<file path="src/rtl/freq_uart_reporter.sv">
// Snapshots four 32-bit frequency channels and sends them as a framed UART packet,
// periodically and on request. Define FREQ_REPORT_CSUM_EN to append a checksum byte.
module freq_uart_reporter #(
  parameter int CLK_HZ     = 20000000,
  parameter int BAUD       = 115200,
  parameter int PERIOD_CYC = 20000000
) (
  input  logic        clk,
  input  logic        rst_n,
  input  logic [31:0] freq_in_0,
  input  logic [31:0] freq_in_1,
  input  logic [31:0] freq_in_2,
  input  logic [31:0] freq_in_3,
  input  logic        report_req,
  output logic        tx,
  output logic        busy
);
  // BAUD_DIV must be at least 2: the stop bit's last cycle is spent in NEXT.
  localparam int BAUD_DIV = CLK_HZ / BAUD;
`ifdef FREQ_REPORT_CSUM_EN
  localparam int PKT_LEN  = 19;
`else
  localparam int PKT_LEN  = 18;
`endif
  localparam int TW = (BAUD_DIV > 1) ? $clog2(BAUD_DIV) : 1;
  localparam int IW = $clog2(PKT_LEN + 1);
  localparam int PW = (PERIOD_CYC > 1) ? $clog2(PERIOD_CYC) : 1;

  typedef enum logic [2:0] {S_IDLE, S_LOAD, S_START, S_DATA, S_STOP, S_NEXT} state_t;

  state_t            r_state, w_next;
  logic [PW-1:0]     r_per;
  logic              r_pend;
  logic [TW-1:0]     r_tmr;
  logic [2:0]        r_bit;
  logic [IW-1:0]     r_idx;
  logic [15:0][7:0]  r_snap;

  logic              w_auto, w_load, w_bit_end, w_stop_end, w_last;
  logic [3:0]        w_k;
  logic [7:0]        w_byte;

  assign w_auto     = (r_per == PW'(PERIOD_CYC - 1));
  assign w_load     = (r_state == S_IDLE) && r_pend;
  assign w_bit_end  = (r_tmr == TW'(BAUD_DIV - 1));
  assign w_stop_end = (r_tmr == TW'(BAUD_DIV - 2));
  assign w_last     = (r_idx == IW'(PKT_LEN - 1));

  always_ff @(posedge clk or negedge rst_n) begin
    if (!rst_n) r_state <= S_IDLE;
    else        r_state <= w_next;
  end

  always_comb begin
    w_next = r_state;
    case (r_state)
      S_IDLE:  if (r_pend) w_next = S_LOAD;
      S_LOAD:  w_next = S_START;
      S_START: if (w_bit_end) w_next = S_DATA;
      S_DATA:  if (w_bit_end && r_bit == 3'd7) w_next = S_STOP;
      S_STOP:  if (w_stop_end) w_next = S_NEXT;
      S_NEXT:  w_next = w_last ? S_IDLE : S_START;
      default: w_next = S_IDLE;
    endcase
  end

  always_ff @(posedge clk or negedge rst_n) begin
    if (!rst_n) begin
      r_per  <= '0;
      r_pend <= 1'b0;
      r_tmr  <= '0;
      r_bit  <= '0;
      r_idx  <= '0;
      r_snap <= '0;
    end else begin
      r_per  <= w_auto ? '0 : r_per + 1'b1;
      // Triggers seen in the IDLE->LOAD cycle are served by the packet about to load.
      r_pend <= w_load ? 1'b0 : (r_pend | w_auto | report_req);
      case (r_state)
        S_LOAD: begin
          r_snap <= {freq_in_0, freq_in_1, freq_in_2, freq_in_3};
          r_idx  <= '0;
          r_tmr  <= '0;
          r_bit  <= '0;
        end
        S_START: r_tmr <= w_bit_end ? '0 : r_tmr + 1'b1;
        S_DATA: begin
          r_tmr <= w_bit_end ? '0 : r_tmr + 1'b1;
          if (w_bit_end) r_bit <= r_bit + 3'd1;
        end
        S_STOP:  r_tmr <= w_stop_end ? '0 : r_tmr + 1'b1;
        S_NEXT:  r_idx <= r_idx + 1'b1;
        default: ;
      endcase
    end
  end

`ifdef FREQ_REPORT_CSUM_EN
  logic [7:0] w_csum;
  always_comb begin
    w_csum = '0;
    for (int k = 0; k < 16; k++) w_csum = w_csum + r_snap[k];
  end
`endif

  // Packet byte n>=2 is snapshot byte n-2, counted from the MSB of channel 0.
  always_comb begin
    w_k    = 4'(r_idx - IW'(2));
    w_byte = r_snap[4'd15 - w_k];
    if (r_idx == IW'(0))      w_byte = 8'hA5;
    else if (r_idx == IW'(1)) w_byte = 8'h5A;
`ifdef FREQ_REPORT_CSUM_EN
    else if (w_last)          w_byte = w_csum;
`endif
  end

  always_comb begin
    tx = 1'b1;
    case (r_state)
      S_START: tx = 1'b0;
      S_DATA:  tx = w_byte[r_bit];
      default: tx = 1'b1;
    endcase
  end

  assign busy = (r_state != S_IDLE);

endmodule
</file>
<file path="config.mk">
export PLATFORM = sky130hd
export DESIGN_NAME = freq_uart_reporter
export DESIGN_NICKNAME = d
export VERILOG_FILES = /design/src/rtl/freq_uart_reporter.sv
export SDC_FILE = /design/constraint.sdc
export NUM_CORES = 1
export LEC_CHECK = 0
export ABC_AREA = 1
export BUFFER_PORTS_ARGS = -buffer_cell sky130_fd_sc_hd__buf_2
export CAP_MARGIN = 5
export CORE_MARGIN = 5
export CORE_UTILIZATION = 48
export DETAILED_ROUTE_END_ITERATION = 7
export PLACE_DENSITY = 0.75
export SKIP_CTS_REPAIR_TIMING = 1
export SYNTH_ARGS = -nofsm -noshare
export SYNTH_HDL_FRONTEND = slang
export SYNTH_SLANG_ARGS = --single-unit
</file>
<file path="constraint.sdc">
create_clock -name clk -period 3.9 [get_ports clk]
set_clock_uncertainty 0.1 [all_clocks]
set_input_delay 0.78 -clock clk [delete_from_list [all_inputs] [get_ports clk]]
set_output_delay 0.78 -clock clk [all_outputs]
set_load 0.005 [all_outputs]
</file>
==> flow_metrics.env <==
export IMPL_wl_per_cell_microns=14.69
export IMPL_crit_path_top_delay_cell="dfrtp_2"
export IMPL_die_x_microns=144.4
export IMPL_place_detailed_hpwl_microns=15640
export IMPL_grt_max_degree=94
export IMPL_cp_common_cell="nand3_1"
export IMPL_clkPwrFrac=0.451
export IMPL_rsz0062_at_grt="no"
export IMPL_cp_top_family="simple AND/OR/NAND/NOR gates"
export IMPL_grt_util_met3=0.03803
export IMPL_clock_latency_ns=0.43
export IMPL_dp_cells=1472
export IMPL_syn_to_final_growth_pct=16.56
export IMPL_grt_usage=0.2223
export IMPL_cts_sinks=173
export IMPL_drt_wl_total_microns=22090
export IMPL_reg2reg_from="r_state[0]$_DFFE_PN0P_"
export IMPL_worstPathArrival_ns=2.71
export IMPL_path_clk_slew_ns=0.06
export IMPL_start_kind="flip-flop"
export IMPL_syn_nets=1293
export IMPL_syn_area_sq_um=8668
export IMPL_cp_max_fo=45
export IMPL_drc=0
export IMPL_fin_crit_sh=0.9210
export IMPL_crit_required_ns=3.02
export IMPL_r2r_cells=8
export IMPL_mostFrequentLayoutCells="nand2_1, dfrtp_1, buf_2"
export IMPL_cp_endpoint="tx"
export IMPL_grt_pass1_wl_microns=36690
export IMPL_cts_tree="yes"
export IMPL_dieArea_sq_um=20850
export IMPL_viasPerCell=5.136
export IMPL_portBuffers=132
export IMPL_setup_viol=0
export IMPL_critPathMaxStageDelay_ns=0.37
export IMPL_globalplace_congestion=0.9059
export IMPL_min_period_ns=3.592
export IMPL_power_density_nw_per_um2=378.6
export IMPL_use_met2=0.3336
export IMPL_switching_share=0.2202
export IMPL_p_leak_nw=5.265
export IMPL_status="complete, no violations"
export IMPL_cts_root_buffer="clkbuf_16"
export IMPL_ys_seq_elements=173
export IMPL_start_util=0.4842
export IMPL_tightest_slew_ns=0.9436
export IMPL_hold_path_class="input port to async pin"
export IMPL_clock_path_buffers=2
export IMPL_crit_chain="buf_4 > buf_6 > nand2_1 > o21ai_1 > nand2_1 > nand3_1 > nand3_1 > nand3_1 > nand3_1 > nand2_1 > nand2_1 > nand3_1 > nand3_1 > nand2_1 > buf_2"
export IMPL_synth_cell_types=40
export IMPL_crit_cells=15
export IMPL_setup_tns_ns=0
export IMPL_p_switching_w=0.0008423
export IMPL_ys_seq_area_frac=0.4994
export IMPL_p_int_w=0.002983
export IMPL_io_pins=133
export IMPL_setup_worst_path_end_class="output pin"
export IMPL_numCtsBuffers=17
export IMPL_fillers=1676
export IMPL_final_util=0.5644
export IMPL_holdWs_ns=0.1731
export IMPL_grt_busiest_layer="met2"
export IMPL_critPathBufInv=3
export IMPL_drtIter0Drc=656
export IMPL_nets=1403
export IMPL_antenna_found_initial=0
export IMPL_vias=7725
export IMPL_gr_total_overflow=0
export IMPL_layout_commonest_cell="nand2_1"
export IMPL_p_seq_frac=0.497
export IMPL_fin_cells=1504
export IMPL_ys_warnings_count=0
export IMPL_drive_above_1_share=0.1656
export IMPL_comb_power_share=0.053
export IMPL_final_hold_violation_count=0
export IMPL_die_h_microns=144.4
export IMPL_slew_violations=0
export IMPL_multiInputGateArea_sq_um=3792
export IMPL_drv_cap=0
export IMPL_irDropWorstVdd_mv=0.3088
export IMPL_critPathKind="flip-flop to output pin"
export IMPL_ant_nets=0
export IMPL_syn_inst=1152
export IMPL_relSlewSlack=0.3709
export IMPL_fmax_mhz=278.4
export IMPL_htree_levels=4
export IMPL_r2r_slack_ns=1.29
export IMPL_syn_area_per_cell_sq_um=7.525
export IMPL_first_global_vias=7458
export IMPL_rows=49
export IMPL_regArea_sq_um=4330
export IMPL_rr_endpoint="r_snap[121]$_DFFE_PN0P_"
export IMPL_use_met1=0.3324
export IMPL_dr_pass1_iters=8
export IMPL_crit_start="r_idx[0]$_DFFE_PN0P_"
export IMPL_fp_coreArea_sq_um=17900
==> metal layers <==
metal,part of all wire,routed length [microns]
met3,0.067,1483
met4,0.016,346
met1,0.47,10310
met5,0,0
met2,0.45,9944
==> state kept, by name, indices dropped and copies added (netlist names) <==
register,count
r_snap,128
r_per,25
r_tmr,8
r_idx,5
r_bit,3
r_state,3
r_pend,1
==> synth_stat cells, drive strengths merged <==
cell type / instances / area (sq um)
nand4: 8 / 71.32
o21bai: 1 / 7.510
o211ai: 9 / 67.56
xnor2: 3 / 26.28
nor3: 9 / 45.04
o22ai: 3 / 18.77
dfrtp: 173 / 4329
nor2: 72 / 320.3
or3: 1 / 6.260
xor2: 9 / 86.34
buf: 35 / 172.7
clkbuf: 18 / 67.56
nand2: 524 / 1982
a21oi: 14 / 73.82
clkinv: 2 / 7.510
nor3b: 1 / 7.510
o21a: 2 / 15.01
ha: 10 / 125.1
a31oi: 1 / 6.260
a32oi: 1 / 8.760
inv: 81 / 306.5
o2111ai: 1 / 8.760
nand3: 103 / 530.5
o21ai: 65 / 325.3
nor4: 5 / 43.79
o32ai: 1 / 8.760
==> area by class of cell <==
class	count	area share
Sequential cell	173	0.4286
Multi-Input combinational cell	843	0.3754
Timing Repair Buffer	144	0.07653
Clock buffer	24	0.04966
Inverter	83	0.03121
Tap cell	229	0.02836
Clock inverter	7	0.01003
Antenna cell	1	0.0002477
==> kinds of logic after synthesis <==
logic type | count (synthesis) | share of synthesized area
compound gates | 98 | 0.06236
buf+inv | 136 | 0.06394
simple gates | 723 | 0.3469
flops | 173 | 0.4994
xor+xnor | 12 | 0.01299
fa+ha+maj | 10 | 0.01443
==> worst min path at each step <==
stage,start,to,slack [ns]
5_1_grt,rst_n,r_snap[24]$_DFFE_PN0P_,0.20
3_3_place_gp,r_snap[110]$_DFFE_PN0P_,r_snap[110]$_DFFE_PN0P_,0.35
6_report,rst_n,r_snap[24]$_DFFE_PN0P_,0.17
3_5_place_dp,r_snap[103]$_DFFE_PN0P_,r_snap[103]$_DFFE_PN0P_,0.36
2_1_floorplan,r_snap[110]$_DFFE_PN0P_,r_snap[110]$_DFFE_PN0P_,0.34
4_1_cts,rst_n,r_snap[24]$_DFFE_PN0P_,0.17
==> power by group through the flow <==
| stage | clock [W] | sequential (W) | combinational [W] |
|---|---|---|---|
| 2_1_floorplan | 0 | 0.00192 | 0.0000795 |
| 3_3_place_gp | 0 | 0.00193 | 0.000199 |
| 3_5_place_dp | 0 | 0.00193 | 0.000204 |
| 4_1_cts | 0.00175 | 0.00190 | 0.000205 |
| 5_1_grt | 0.00182 | 0.00191 | 0.000237 |
| 6_report | 0.00172 | 0.00190 | 0.000202 |
==> worst reg2reg max path, stage by stage, from the launching register on <==
cell	delay, ns
dfrtp_1	0.41
inv_1	0.09
nor2_2	0.20
inv_2	0.10
nor2_4	0.10
buf_4	0.65
buf_4	0.58
nand2_1	0.21
nand2_1	0.11
==> through the flow <==
| step | worst slack [ns] | total power (W) | instance area [sq um] |
|---|---|---|---|
| global placement | 0.7747 | 0.002129 | 9494 |
| floorplan | 0.9491 | 0.001999 | 8668 |
| global route | 0.07377 | 0.003960 | 10100 |
| CTS | 0.2194 | 0.003850 | 10100 |
| detailed placement | 0.7025 | 0.002135 | 9494 |
| finish | 0.3081 | 0.003825 | 10100 |
(Power assumes the default switching activity.)
